**config.mk**
```make
export PLATFORM = sky130hd
export DESIGN_NAME = vga_fb_arbiter
export DESIGN_NICKNAME = d
export VERILOG_FILES = /design/src/rtl/vga_fb_arbiter.sv
export SDC_FILE = /design/constraint.sdc
export NUM_CORES = 1
export LEC_CHECK = 0
export BUFFER_PORTS_ARGS = -buffer_cell sky130_fd_sc_hd__buf_2
export CORE_MARGIN = 4
export CORE_UTILIZATION = 54
export CTS_CLUSTER_DIAMETER = 120
export DETAILED_ROUTE_END_ITERATION = 7
export GPL_TIMING_DRIVEN = 0
export MAX_ROUTING_LAYER = met4
export PLACE_DENSITY = 0.86
export SLEW_MARGIN = 30
export SYNTH_ARGS = -nofsm -noshare
export SYNTH_HDL_FRONTEND = slang
export SYNTH_SLANG_ARGS = --single-unit
```
**constraint.sdc**
```tcl
create_clock -name clk -period 4.7 [get_ports clk]
set_input_delay 0.235 -clock clk [delete_from_list [all_inputs] [get_ports clk]]
set_output_delay 0.235 -clock clk [all_outputs]
set_load 0.02 [all_outputs]
```
**src/rtl/vga_fb_arbiter.sv**
```systemverilog
// vga_fb_arbiter
//   Shares a single-port framebuffer RAM between VGA scanout, a pixel-writer
//   port and an internal clear engine. Scanout reads always win the RAM port;
//   clear writes come next, writer writes last. Each framebuffer word covers a
//   2^SCALE_LOG2 x 2^SCALE_LOG2 block of screen pixels. Pixel colour and syncs
//   leave through a two-stage pipeline (input at t appears at t+2).
//
// Ports
//   clk                      pixel clock (only clock)
//   btn_rst                  asynchronous active-low reset
//   pos_x, pos_y             screen position from the display timing block
//   rgb_en, h_sync, v_sync   active-video flag and syncs
//   wr_valid/wr_ready        writer handshake (wr_ready is combinational)
//   wr_addr, wr_data         writer address and RGB444 data
//   clr_start, clr_color     one-cycle clear request and fill colour
//   clr_busy, clr_done       clear running / one-cycle completion pulse
//   ram_en, ram_we           RAM enable / write enable
//   ram_addr, ram_wdata      RAM address / write data
//   ram_rdata                RAM read data, 1-cycle latency
//   pix_r, pix_g, pix_b      registered RGB444 pixel
//   hs_out, vs_out           syncs delayed to line up with the pixel

module vga_fb_arbiter #(
    parameter int unsigned FB_W       = 160,
    parameter int unsigned FB_H       = 120,
    parameter int unsigned SCALE_LOG2 = 2,
    parameter int unsigned AW         = 15
) (
    input  logic          clk,
    input  logic          btn_rst,
    input  logic [9:0]    pos_x,
    input  logic [9:0]    pos_y,
    input  logic          rgb_en,
    input  logic          h_sync,
    input  logic          v_sync,
    input  logic          wr_valid,
    output logic          wr_ready,
    input  logic [AW-1:0] wr_addr,
    input  logic [11:0]   wr_data,
    input  logic          clr_start,
    input  logic [11:0]   clr_color,
    output logic          clr_busy,
    output logic          clr_done,
    output logic          ram_en,
    output logic          ram_we,
    output logic [AW-1:0] ram_addr,
    output logic [11:0]   ram_wdata,
    input  logic [11:0]   ram_rdata,
    output logic [3:0]    pix_r,
    output logic [3:0]    pix_g,
    output logic [3:0]    pix_b,
    output logic          hs_out,
    output logic          vs_out
);

    localparam int unsigned   NPIX      = FB_W * FB_H;
    localparam logic [AW:0]   NPIX_W    = NPIX[AW:0];
    localparam logic [AW-1:0] LAST_ADDR = AW'(NPIX - 1);
    localparam int unsigned   SUB       = (1 << SCALE_LOG2) - 1;
    localparam logic [9:0]    SUB_MASK  = SUB[9:0];

    typedef enum logic {
        IDLE,
        CLEAR
    } state_t;

    state_t        state;
    logic          rst_meta;
    logic          rst_n;
    logic [AW-1:0] clr_addr;
    logic [11:0]   clr_color_q;

    logic          disp_req;
    logic [AW-1:0] fb_x;
    logic [AW-1:0] fb_y;
    logic [AW-1:0] disp_addr;
    logic          wr_in_range;

    logic          rgb_en_d1;
    logic          hs_d1;
    logic          vs_d1;
    logic          load_d1;
    logic [11:0]   hold;
    logic [11:0]   pix_next;

    // Reset asserts immediately, releases on the clock after two flops.
    always_ff @(posedge clk or negedge btn_rst) begin
        if (!btn_rst) begin
            rst_meta <= 1'b0;
            rst_n    <= 1'b0;
        end else begin
            rst_meta <= 1'b1;
            rst_n    <= rst_meta;
        end
    end

    // Constant multiply by FB_W; with FB_W=160 this reduces to (y<<7)+(y<<5).
    assign fb_x      = AW'(pos_x >> SCALE_LOG2);
    assign fb_y      = AW'(pos_y >> SCALE_LOG2);
    assign disp_addr = fb_y * AW'(FB_W) + fb_x;

    // One fetch per framebuffer word: only on the first sub-pixel of a block.
    assign disp_req    = rst_n && rgb_en && ((pos_x & SUB_MASK) == '0);
    assign wr_in_range = {1'b0, wr_addr} < NPIX_W;
    assign wr_ready    = rst_n && (state == IDLE) && !disp_req;

    always_comb begin
        ram_en    = 1'b0;
        ram_we    = 1'b0;
        ram_addr  = '0;
        ram_wdata = '0;
        if (disp_req) begin
            ram_en   = 1'b1;
            ram_addr = disp_addr;
        end else if (rst_n && state == CLEAR) begin
            ram_en    = 1'b1;
            ram_we    = 1'b1;
            ram_addr  = clr_addr;
            ram_wdata = clr_color_q;
        end else if (wr_valid && wr_ready && wr_in_range) begin
            ram_en    = 1'b1;
            ram_we    = 1'b1;
            ram_addr  = wr_addr;
            ram_wdata = wr_data;
        end
    end

    always_ff @(posedge clk or negedge rst_n) begin
        if (!rst_n) begin
            state       <= IDLE;
            clr_addr    <= '0;
            clr_color_q <= '0;
            clr_busy    <= 1'b0;
            clr_done    <= 1'b0;
        end else begin
            clr_done <= 1'b0;
            case (state)
                IDLE: begin
                    if (clr_start) begin
                        state       <= CLEAR;
                        clr_color_q <= clr_color;
                        clr_addr    <= '0;
                        clr_busy    <= 1'b1;
                    end
                end
                CLEAR: begin
                    if (!disp_req) begin
                        if (clr_addr == LAST_ADDR) begin
                            state    <= IDLE;
                            clr_addr <= '0;
                            clr_busy <= 1'b0;
                            clr_done <= 1'b1;
                        end else begin
                            clr_addr <= clr_addr + AW'(1);
                        end
                    end
                end
                default: state <= IDLE;
            endcase
        end
    end

    always_ff @(posedge clk or negedge rst_n) begin
        if (!rst_n) begin
            rgb_en_d1 <= 1'b0;
            hs_d1     <= 1'b0;
            vs_d1     <= 1'b0;
            load_d1   <= 1'b0;
        end else begin
            rgb_en_d1 <= rgb_en;
            hs_d1     <= h_sync;
            vs_d1     <= v_sync;
            load_d1   <= disp_req;
        end
    end

    // Between fetches the last fetched word is replayed from hold.
    always_comb begin
        pix_next = '0;
        if (rgb_en_d1) begin
            pix_next = load_d1 ? ram_rdata : hold;
        end
    end

    always_ff @(posedge clk or negedge rst_n) begin
        if (!rst_n) begin
            hold   <= '0;
            pix_r  <= '0;
            pix_g  <= '0;
            pix_b  <= '0;
            hs_out <= 1'b0;
            vs_out <= 1'b0;
        end else begin
            if (load_d1) begin
                hold <= ram_rdata;
            end
            pix_r  <= pix_next[11:8];
            pix_g  <= pix_next[7:4];
            pix_b  <= pix_next[3:0];
            hs_out <= hs_d1;
            vs_out <= vs_d1;
        end
    end

endmodule

```
### Word-level counts from Yosys, hierarchy flattened

Cells that the tools add are included.

| cells by class | value |
|---|---|
| add/sub/neg operators | 2 |
| multipliers | 1 |
| magnitude comparators | 1 |
| equality and inequality tests | 4 |
| multiplexer cells | 27 |
| bitwise gates (word level) | 1 |
| reduce and logical (&&, ||, !) cells | 12 |

Operators by type and width:

| operator | number |
|---|---|
| 15-bit 2-to-1 mux | 6 |
| 12-bit 2-to-1 mux | 5 |
| 15-bit one-hot mux with 2 select lines | 1 |
| 15-bit by 1-bit adder with 15-bit output (second input constant) | 1 |
| 15-bit by 8-bit adder with 15-bit output | 1 |
| 15-bit == test (second input constant) | 1 |
| 15-bit < comparator (second input constant) | 1 |
| 1-bit 2-to-1 mux | 13 |
| 10-bit logical NOT | 1 |
| 8-bit by 3-bit multiplier with 10-bit output (second input constant) | 1 |
| 1-bit logical AND | 7 |
| 2-bit inequality test (second input constant) | 2 |
| 1-bit one-hot mux with 2 select lines | 2 |
| 2-bit AND reduction | 2 |
| 3-bit AND reduction | 1 |
| 2-bit by 1-bit inequality test with 1-bit output (second input constant) | 1 |
| 1-bit logical NOT | 1 |
| 1-bit inverter | 1 |

| storage, ports and cells | value |
|---|---|
| flip-flop bits (word level) | 62 |
| output and inout bits | 46 |
| word-level logic and storage cells | 65 |

### Depth between registers and ports, before layout

| logic depth | value |
|---|---|
| word-level depth | 9 |
| mapped depth | 10 |

### Worst setup path after synthesis

No wires, ideal clock.

| timing path | value |
|---|---|
| path kind | flip-flop to output port |
| start point | reg rst_n |
| end point | out ram_addr[11] |
| data arrival time | 2.965 ns |
| required time | 4.465 ns |
| path slack | 1.500 ns |
| cell stages (with the launch flop) | 5 |
| buffers on the path | 0 |
| cell sequence | dfrtp_1 -> nor4bb_2 -> a21boi_4 -> o21ai_4 -> o22ai_1 |

| on the way | value |
|---|---|
| word-level cells in the longest chain between the ends | 9 |
| elaborated cells between the ends (all ways) | 11 |
| those cells by class | mux (3); reduce/logical (8) |

Ends and longest elaborated chain:

| element | line | RTL |
|---|---|---|
| start, declared | 69 | `logic rst_n;` |
| start signal, assigned | 93 | `rst_n <= rst_meta;` |
| 1-bit logical AND (2 in series) | 103 | `assign disp_req = rst_n && rgb_en && ((pos_x & SUB_MASK) == '0);` |
| 1-bit logical NOT | -- |  |
| 1-bit logical AND | 105 | `assign wr_ready = rst_n && (state == IDLE) && !disp_req;` |
| 1-bit logical AND (2 in series) | 120 | `end else if (wr_valid && wr_ready && wr_in_range) begin` |
| 15-bit 2-to-1 mux | 120 |  |
| 15-bit 2-to-1 mux | 115 | `end else if (rst_n && state == CLEAR) begin` |
| 15-bit 2-to-1 mux (*) | 112 | `if (disp_req) begin` |
| end, declared | 46 | `output logic [AW-1:0] ram_addr,` |

Every way passes the cells marked *; elsewhere a longest branch is shown, timed or not.

### Final worst setup path

| timing path | value |
|---|---|
| start point | reg rst_n |
| end point | out ram_wdata[7] |

| on the way | value |
|---|---|
| word-level cells in the longest chain between the ends | 9 |
| elaborated cells between the ends (all ways) | 11 |
| those cells by class | mux (3); reduce/logical (8) |

Ends and longest elaborated chain:

| element | line | RTL |
|---|---|---|
| 1-bit logical AND (2 in series) | 103 |  |
| 1-bit logical NOT | -- |  |
| 1-bit logical AND | 105 |  |
| 1-bit logical AND (2 in series) | 120 |  |
| 12-bit 2-to-1 mux | 120 |  |
| 12-bit 2-to-1 mux | 115 |  |
| 12-bit 2-to-1 mux (*) | 112 |  |
| end, declared | 47 | `output logic [11:0] ram_wdata,` |

Marked as above.

==> results.ini <==
[status]
status = complete, no violations

[global_routing]
grt_pass1_wl_mm = 13.6
grt_max_degree = 47
antenna_found_initial = 0
grt_pass1_vias = 2927
overflow = 0
track_usage = 0.236

[worst_setup_path]
cp-end-kind = primary output
cp_slowest_stage_delay_ns = 0.60
cp_top_family = compound AO/OA/AOI/OAI gates
path_max_fanout = 46
crit_type = flip-flop to primary output
startpoint_type = flip-flop
arrival_ns = 2.66
cp.required_ns = 4.47
crit_buf_inv = 3
crit_slowest_cell = dfrtp_4
cp_cell_sequence = buf_12, nor4bb_2, a21boi_4, o21ai_4, buf_6, a21oi_2, buf_2

[power]
power_density_nw_per_um2 = 359
peakVddDrop_uv = 295
p_leak_nw = 2.26

[layout]
num_antenna_cells = 0
num-fill-cells = 492
multi_input_area_um2 = 1850
design_area_um2 = 4490
area_growth_pct = 28.4
finalNonFillerCells = 560
finalNetCount = 574
drive_gt1_frac = 0.391
seqCellArea_um2 = 1560

[logic_synthesis]
ys_types = 54
synth_top_area_share = 0.444
yosysSeqAreaShare = 0.444
syn_avg_cell_area_um2 = 10.3
synth_top_flop_cell = dfrtp_1
synthCells = 341
async_reset_ff_frac = 1.00
ys_top_cells_by_count = 62 x dfrtp_1, 39 x nand2_1, 34 x nor2_1, 24 x mux2_2, 16 x ha_1
synth_edf_count = 0
netlist_area_um2 = 3500
synth_nets = 437
synth_area_leaders = dfrtp_1 44%, mux2_2 7.7%, ha_1 5.7%, nand2_1 4.2%, nor2_1 3.6%
synth_warnings = 0
synth_most_common_cell = dfrtp_1
synth_top_area_cell = dfrtp_1
synth_seq_cells = 62

[route]
avgRoutedWirePerCell_um = 15.4
wl_met3_um = 658
first_iter_violations = 146
ant_nets = 0
top_layer = met4
wl_mm = 8.64
via_count = 3023
dr.pass1.iters = 4
routed_via_density = 5.40
wl_met1_mm = 3.42
dr_wl_met2_mm = 4.49
post-route-drc-count = 0

[timing]
fin_crit_ns = 2.90
post-route-period-util = 0.617
fin_ws_ns = 1.80
max_slew_margin = 0.594
skew_ns = 0.00936
fmax_mhz = 345
fin_setup_tns_ns = 0
worst_pin_slew_ns = 0.601
hold_viol = 0
setup_viol_count_final = 0
rsz0062_at_grt = no
fin_hold_ws_ns = 0.118
slew_viol_final = 0

[die]
initial_core_util = 0.554
die_h_um = 88.5
dieArea_um2 = 7830
fp-row-count = 29
die_w_um = 88.5
fp.coreArea_um2 = 6310
io_pins = 124

[placed_design]
dp_cells = 540
dp_hpwl_mm = 6.62
finalWeightedCongestion = 0.869
io_buffers = 121
pre_cts_slack_ns = 1.98
place_area_um2 = 4220

[flow_run]
maxCapViolCount = 0

[clock_tree]
clk_latency_ns = 0.35
cts_buffers = 9
cts_tree = yes
clk_path_buf_depth = 2
htreeDepth = 3
cts_root_buffer = clkbuf_8
clk_pin_slew_ns = 0.08
cts_resized = 0
numClockSinks = 62

[worst_hold_path]
min_path_type = input port to flip-flop

## power by group
group,total (mW),switching (mW),internal [mW]
logic,0.408,0.223,0.184
clock network,0.533,0.227,0.306
registers,0.673,0.0593,0.614
total,1.61,0.510,1.10
## layout by cell type (no fill, tap or decap), drive strengths merged, types with 2 or more instances in the layout
master / instances
a211o: 2
a211oi: 2
a21o: 3
a21oi: 19
a221oi: 8
a31oi: 2
and2: 15
and3: 4
and4: 2
buf: 129
bufinv: 2
clkbuf: 14
clkinv: 2
dfrtp: 62
dlygate4sd3: 4
fa: 2
ha: 16
inv: 14
mux2: 24
mux2i: 5
nand2: 40
nand2b: 3
nand3: 10
nand4: 4
nor2: 35
nor2b: 4
nor3b: 4
nor4bb: 2
o21ai: 10
o22ai: 5
or2: 2
xnor2: 7
xor2: 14
## timing repair
action	CTS	global route
endpoints found under the hold margin	5	0
setup buffers	0	0
hold buffers	4	0
## logic make-up (layout without fill, tap and decap cells)
family / count (synthesis) / in the layout / share of synthesized area
AO/OA/AOI/OAI: 60 / 60 / 0.132
XOR/XNOR: 21 / 21 / 0.0526
adder cells (fa/ha/maj): 18 / 18 / 0.0687
buffers and inverters: 23 / 165 / 0.0283
flip-flops: 62 / 62 / 0.444
multiplexers: 29 / 29 / 0.0916
other: 1 / 1 / 0.00107
AND/OR/NAND/NOR: 127 / 127 / 0.182
## metal layers
| layer | up-vias | global-route usage |
|---|---|---|
| met4 | 0 | 0.0508 |
| met1 | 1446 | 0.275 |
| met2 | 109 | 0.405 |
| met3 | 8 | 0.0708 |
| met5 | - | - |
| li1 | 1460 | - |
## layout make-up
type                    count  share of cell area
plain buffers              12              0.0128
clock buffers               9              0.0276
clock inverters             7              0.0231
inverters                  11             0.00919
multi-input cells         256               0.411
flip-flops and latches     62               0.346
well taps                  77              0.0215
repair buffers            126               0.148
## registers in the layout, indices dropped and copies added, names as in the netlist
| signal | count |
|---|---|
| rst_n | 1 |
| clr_done | 1 |
| clr_color_q | 12 |
| hold | 12 |
| hs_d1 | 1 |
| load_d1 | 1 |
| pix_g | 4 |
| pix_b | 4 |
| clr_busy | 1 |
| state | 1 |
| rgb_en_d1 | 1 |
| vs_out | 1 |
| vs_d1 | 1 |
| rst_meta | 1 |
| hs_out | 1 |
| pix_r | 4 |
| clr_addr | 15 |
## path summary, 6_finish.rpt
| kind | startpoint | endpoint | slack (ns) | cells past startpoint |
|---|---|---|---|---|
| setup reg to reg | rst_n | clr_addr[13] | 2.60 | 8 |
| hold reg to reg | rst_n | pix_r[2] | 0.20 | 0 |
| min in group asynchronous | btn_rst | rst_n | 0.20 | 2 |
| max in group asynchronous | rst_n | clr_addr[1] | 3.98 | 1 |
| hold / removal | clr_color[3] | clr_color_q[3] | 0.12 | 2 |
| setup / recovery | rst_n | ram_wdata[7] | 1.80 | 7 |
## per-stage QoR
stage,utilization,power [mW]
floorplan,-,0.950
global placement,0.665,1.06
detailed placement,0.669,1.09
CTS,0.711,1.63
global route,0.711,1.71
finish,0.711,1.61
No activity file was read; power rests on OpenSTA's default activity.
